## src/rtl/io_pin_arbiter.sv

```systemverilog
// Round-robin arbiter letting two requesters serialise a byte onto one shared bidirectional pin.
// Define IOARB_RX_CAPTURE_EN to add a response-capture phase (RX) after bus turnaround.
//
// state | meaning
// IDLE  | pin released, waiting for a request
// DRIVE | granted byte driven LSB first, BIT_DIV cycles per bit
// TURN  | pin released for TURN cycles of bus turnaround
// RX    | pin released, response byte sampled (IOARB_RX_CAPTURE_EN only)

module io_pin_arbiter #(
    parameter int BIT_DIV = 4,
    parameter int TURN    = 2
) (
    input  logic       clk,
    input  logic       rst_n,
    input  logic [1:0] req,
    input  logic [7:0] tx_data0,
    input  logic [7:0] tx_data1,
    output logic [1:0] gnt,
    output logic [1:0] done,
    output logic       busy,
    output logic       pin_o,
    output logic       pin_t,
`ifdef IOARB_RX_CAPTURE_EN
    input  logic       pin_i,
    output logic [7:0] rx_data,
    output logic       rx_valid
`else
    input  logic       pin_i
`endif
);

    localparam logic [1:0] S_IDLE  = 2'd0;
    localparam logic [1:0] S_DRIVE = 2'd1;
    localparam logic [1:0] S_TURN  = 2'd2;
`ifdef IOARB_RX_CAPTURE_EN
    localparam logic [1:0] S_RX    = 2'd3;
    localparam logic [7:0] RX_SAMPLE = 8'(BIT_DIV - 1 - BIT_DIV / 2);
`endif
    localparam logic [7:0] BIT_LOAD  = 8'(BIT_DIV - 1);
    localparam logic [7:0] TURN_LOAD = 8'(TURN - 1);

    logic [1:0] state_q, state_d;
    logic [7:0] cnt_q, cnt_d;
    logic [2:0] idx_q, idx_d;
    logic [7:0] data_q, data_d;
    logic       last_q, last_d;
    logic       arm_q, arm_d;
    logic [1:0] gnt_q, gnt_d;
    logic [1:0] done_q, done_d;
    logic       pin_o_q, pin_o_d;
    logic       pin_t_q, pin_t_d;
    logic       sync1_q, sync2_q;
    logic       win;
`ifdef IOARB_RX_CAPTURE_EN
    logic [7:0] rx_sh_q, rx_sh_d;
    logic [7:0] rx_data_q, rx_data_d;
    logic       rx_valid_q, rx_valid_d;
`else
    logic       unused_pin_sync;
    assign unused_pin_sync = sync2_q;
`endif

    always_comb begin
        state_d = state_q;
        cnt_d   = cnt_q;
        idx_d   = idx_q;
        data_d  = data_q;
        last_d  = last_q;
        arm_d   = 1'b1;
        gnt_d   = 2'b00;
        done_d  = 2'b00;
        win     = 1'b0;
`ifdef IOARB_RX_CAPTURE_EN
        rx_sh_d    = rx_sh_q;
        rx_data_d  = rx_data_q;
        rx_valid_d = 1'b0;
`endif
        case (state_q)
            S_IDLE: begin
                // arm_q blocks a grant on the first edge after reset release
                if (arm_q && req != 2'b00) begin
                    win     = (req == 2'b11) ? ~last_q : req[1];
                    state_d = S_DRIVE;
                    data_d  = win ? tx_data1 : tx_data0;
                    last_d  = win;
                    gnt_d   = win ? 2'b10 : 2'b01;
                    cnt_d   = BIT_LOAD;
                    idx_d   = 3'd0;
                end
            end
            S_DRIVE: begin
                if (cnt_q == 8'd0) begin
                    if (idx_q == 3'd7) begin
                        state_d = S_TURN;
                        cnt_d   = TURN_LOAD;
                    end else begin
                        idx_d = idx_q + 3'd1;
                        cnt_d = BIT_LOAD;
                    end
                end else begin
                    cnt_d = cnt_q - 8'd1;
                end
            end
            S_TURN: begin
                if (cnt_q == 8'd0) begin
`ifdef IOARB_RX_CAPTURE_EN
                    state_d = S_RX;
                    cnt_d   = BIT_LOAD;
                    idx_d   = 3'd0;
`else
                    state_d = S_IDLE;
                    done_d  = last_q ? 2'b10 : 2'b01;
`endif
                end else begin
                    cnt_d = cnt_q - 8'd1;
                end
            end
`ifdef IOARB_RX_CAPTURE_EN
            S_RX: begin
                if (cnt_q == RX_SAMPLE) begin
                    rx_sh_d = {sync2_q, rx_sh_q[7:1]};
                end
                if (cnt_q == 8'd0) begin
                    if (idx_q == 3'd7) begin
                        state_d    = S_IDLE;
                        done_d     = last_q ? 2'b10 : 2'b01;
                        rx_valid_d = 1'b1;
                        rx_data_d  = rx_sh_d;
                    end else begin
                        idx_d = idx_q + 3'd1;
                        cnt_d = BIT_LOAD;
                    end
                end else begin
                    cnt_d = cnt_q - 8'd1;
                end
            end
`endif
            default: state_d = S_IDLE;
        endcase
        pin_t_d = (state_d != S_DRIVE);
        pin_o_d = (state_d == S_DRIVE) && data_d[idx_d];
    end

    always_ff @(posedge clk or negedge rst_n) begin
        if (!rst_n) begin
            state_q <= S_IDLE;
            cnt_q   <= 8'd0;
            idx_q   <= 3'd0;
            data_q  <= 8'd0;
            last_q  <= 1'b1;
            arm_q   <= 1'b0;
            gnt_q   <= 2'b00;
            done_q  <= 2'b00;
            pin_o_q <= 1'b0;
            pin_t_q <= 1'b1;
            sync1_q <= 1'b0;
            sync2_q <= 1'b0;
`ifdef IOARB_RX_CAPTURE_EN
            rx_sh_q    <= 8'd0;
            rx_data_q  <= 8'd0;
            rx_valid_q <= 1'b0;
`endif
        end else begin
            state_q <= state_d;
            cnt_q   <= cnt_d;
            idx_q   <= idx_d;
            data_q  <= data_d;
            last_q  <= last_d;
            arm_q   <= arm_d;
            gnt_q   <= gnt_d;
            done_q  <= done_d;
            pin_o_q <= pin_o_d;
            pin_t_q <= pin_t_d;
            sync1_q <= pin_i;
            sync2_q <= sync1_q;
`ifdef IOARB_RX_CAPTURE_EN
            rx_sh_q    <= rx_sh_d;
            rx_data_q  <= rx_data_d;
            rx_valid_q <= rx_valid_d;
`endif
        end
    end

    assign gnt   = gnt_q;
    assign done  = done_q;
    assign busy  = (state_q != S_IDLE);
    assign pin_o = pin_o_q;
    assign pin_t = pin_t_q;
`ifdef IOARB_RX_CAPTURE_EN
    assign rx_data  = rx_data_q;
    assign rx_valid = rx_valid_q;
`endif

endmodule

```

## config.mk

```make
export PLATFORM = sky130hd
export DESIGN_NAME = io_pin_arbiter
export DESIGN_NICKNAME = d
export VERILOG_FILES = /design/src/rtl/io_pin_arbiter.sv
export SDC_FILE = /design/constraint.sdc
export NUM_CORES = 1
export LEC_CHECK = 0
export BUFFER_PORTS_ARGS = -buffer_cell sky130_fd_sc_hd__buf_2
export CORE_MARGIN = 1
export CORE_UTILIZATION = 30
export DETAILED_ROUTE_END_ITERATION = 8
export PLACE_DENSITY = 0.58
export REMOVE_ABC_BUFFERS = 1
export SLEW_MARGIN = 20
export SYNTH_ARGS = -nofsm -noshare
export SYNTH_HDL_FRONTEND = slang
export SYNTH_SLANG_ARGS = --single-unit
```

## constraint.sdc

```tcl
create_clock -name clk -period 2.05 [get_ports clk]
set_clock_uncertainty 0.1 [all_clocks]
set_input_delay 0.41 -clock clk [delete_from_list [all_inputs] [get_ports clk]]
set_output_delay 0.41 -clock clk [all_outputs]
set_load 0.03 [all_outputs]
```

==> run_results.csv <==
group,metric,value,unit
route,via_per_inst,4.73,
timing,rsz0062_at_grt,"yes",
critical_path,cp.arrival,2.20,ns
die,dieWidth,73.9,um
critical_path,path_max_fanout,6,
critical_path,reg2reg_depth,10,
route,ant_nets,0,
placement,placedCellCount,278,
logic_synthesis,syn_inst,153,
logic_synthesis,yosys-top-cells-area,"dfrtp_1 (44%), mux2i_1 (5.8%), ha_1 (5.7%)",
timing,tightest_slew,0.647,ns
critical_path,crit_type,"reg2reg",
logic_synthesis,synthArstFlopShare,100,%
die,dieArea,0.00545,mm2
timing,min_period,2.14,ns
timing,hold_ws,0.0448,ns
route,vias,1385,
placement,port_buffers,26,
flow_run,maxCapViolations,0,
clock_network,htreeDepth,2,
timing,fmax,467,MHz
clock_network,insertion_delay,0.29,ns
grt,first_global_vias,1313,
logic_synthesis,synth_top_cell_by_area,"dfrtp_1",
die,die_y,73.9,um
clock_network,clk_path_buf_depth,2,
timing,hold_viol,0,
grt,antenna_found_initial,0,
cells_and_area,area_delta_synth_final,54.3,%
logic_synthesis,ys.flop_type,"dfrtp_1",
clock_network,cts_buffers,5,
pwr,ir_drop,0.765,mV
logic_synthesis,ys_seq_elements,29,
cells_and_area,num_antenna_cells,0,
clock_network,ctsHoldBuffers,0,
status,violations,"negative setup slack",
die,core_area,0.00485,mm2
logic_synthesis,seq_area_frac_synth,47.0,%
grt,overflow,0,
grt,grt_pass1_wl,5.78,mm
clock_network,cts-root-buf,"clkbuf_8",
logic_synthesis,netlist_area,0.00155,mm2
timing,fin_crit_sh,104,%
clock_network,clkTransAtPathRegs,0.06,ns
grt,grtUsageTotal,14.5,%
timing,setup_violations,1,
cells_and_area,instances_no_fill,293,
route,drtIter0Drc,55,
logic_synthesis,synth_edf_count,0,
critical_path,start_kind,"register",
critical_path,critPathCaptureType,"register",
die,start_util,31.9,%
die,fp-row-count,25,
route,drc,0,
timing,slew_viol_final,0,
logic_synthesis,synth_cell_types,40,
min_path,hold_class,"in2async",
die,pin_count,28,
status,status,"complete, but fails checks",
cells_and_area,nets,253,
placement,gp_congestion,0.755,
clock_network,cts.sinks,29,
critical_path,critical_path_required,2.11,ns
timing,final.setup.tns,-0.0913,ns
cells_and_area,layout-drive-gt1-share,52.2,%
logic_synthesis,ys_warn_count,0,
pwr,finalPower,0.00333,W
placement,hpwl,2.49,mm
logic_synthesis,avgSynthCellArea,10.1,um2
route,post_drt_wl_per_cell,12.4,um
pwr,power-per-cell-area,1390,mW/mm2
route,routed_wl,3.64,mm
timing,slew_headroom,56.9,%
timing,finalWorstSetupSlack,-0.0913,ns
grt,grt_max_degree,30,
clock_network,cts_tree,"built",
route,dr.pass1.iters,4,
pwr,leakage,1.14,nW
logic_synthesis,synth_top_area_share,43.6,%
cells_and_area,final_util,49.3,%
## critical path, stage by stage, from the launching register on
cell	delay [ns]
dfrtp_1	0.36
inv_2	0.06
ha_4	0.15
nor3b_4	0.15
buf_6	0.13
and2_4	0.14
a311oi_4	0.25
buf_6	0.16
mux2_4	0.30
o22ai_2	0.14
nor4_1	0.06
## cell type report
class | count | area, um2
fill | 450 | 2460
multi-input combinational | 112 | 971
sequential | 29 | 728
timing repair buffer | 69 | 475
clock buffer | 7 | 96.3
tap | 67 | 83.8
inverter | 8 | 30.0
clock inverter | 1 | 5.00
## what timing repair did
| action | CTS | global route |
|---|---|---|
| gates resized for setup | 19 | 29 |
| buffers inserted | 4 | 3 |
| cloned | 0 | 0 |
| setup endpoints to repair | 3 | 10 |
| pin swaps | 7 | 12 |
## routing by layer
metal | part of all wire, % | track usage, % | vias to the layer above | routed length [um]
met5 | 0 | 0 | - | 0
li1 | - | - | 685 | -
met4 | 0.74 | 5.13 | 0 | 27
met1 | 42 | 16.5 | 673 | 1540
met2 | 53 | 25.6 | 23 | 1920
met3 | 4.0 | 4.25 | 4 | 145
## power breakdown
part | switching, W | total [W] | internal (W)
logic | 0.000918 | 0.00192 | 0.000998
clock network | 0.000222 | 0.000525 | 0.000303
registers | 0.000108 | 0.000884 | 0.000777
## final timing paths
kind	start	endpoint	slack [ns]
max in group asynchronous	rst_n	cnt_q[2]	1.38
worst max-delay path	cnt_q[1]	pin_o	-0.09
worst min-delay path	rst_n	cnt_q[3]	0.04
worst min register to register	data_q[2]	data_q[2]	0.39
min in group clk	tx_data0[6]	data_q[6]	0.37
worst max register to register	cnt_q[1]	pin_o	-0.09
## flip-flops by register name, indices dropped and copies added, names as in the netlist
register,cells
pin_t,1
data_q,8
pin_o,1
arm_q,1
gnt,2
idx_q,3
state_q,2
last_q,1
cnt_q,8
done,2
## cell families after synthesis
| logic type | count (synthesis) | share of synthesized area (%) |
|---|---|---|
| simple gates | 52 | 18.3 |
| buf+inv | 12 | 2.99 |
| mux | 11 | 7.27 |
| xor+xnor | 5 | 2.83 |
| flops | 29 | 47.0 |
| fa+ha+maj | 7 | 5.65 |
| compound gates | 36 | 15.7 |
| other cells | 1 | 0.242 |
## metrics by stage
step | area (um2) | setup slack [ns]
floorplan | 1530 | -0.580
global placement | 2020 | -0.230
detailed placement | 2020 | -0.264
CTS | 2220 | -0.110
finish | 2390 | -0.0913
global route | 2390 | -0.190
## synthesized netlist by cell type (4+ instances only)
master / instances
nand2_1: 14
dfrtp_1: 27
and3_1: 4
nor3_1: 4
nand2b_1: 4
o21ai_0: 14
inv_1: 8
ha_1: 7
a21oi_1: 5
nor2_1: 11
mux2i_1: 9
## cell usage in the layout, fill, tap and decap left out, types with 2 or more instances in the layout
cell type / count
nand2_1: 12
xnor2_1: 2
a21boi_1: 2
o21ai_0: 14
a211oi_1: 3
buf_4: 37
and2_4: 2
nor2b_1: 2
dfrtp_1: 27
and3_1: 2
nor3_1: 2
ha_4: 3
nor3_2: 2
mux2i_1: 9
dfstp_2: 2
nand3_1: 2
inv_2: 4
nand2b_4: 3
nor2_1: 10
inv_1: 4
xor2_1: 2
buf_2: 26
and3_4: 2
a21oi_2: 2
ha_1: 3
clkbuf_8: 7
buf_6: 6
a21oi_1: 3
(Power assumes the default switching activity.)
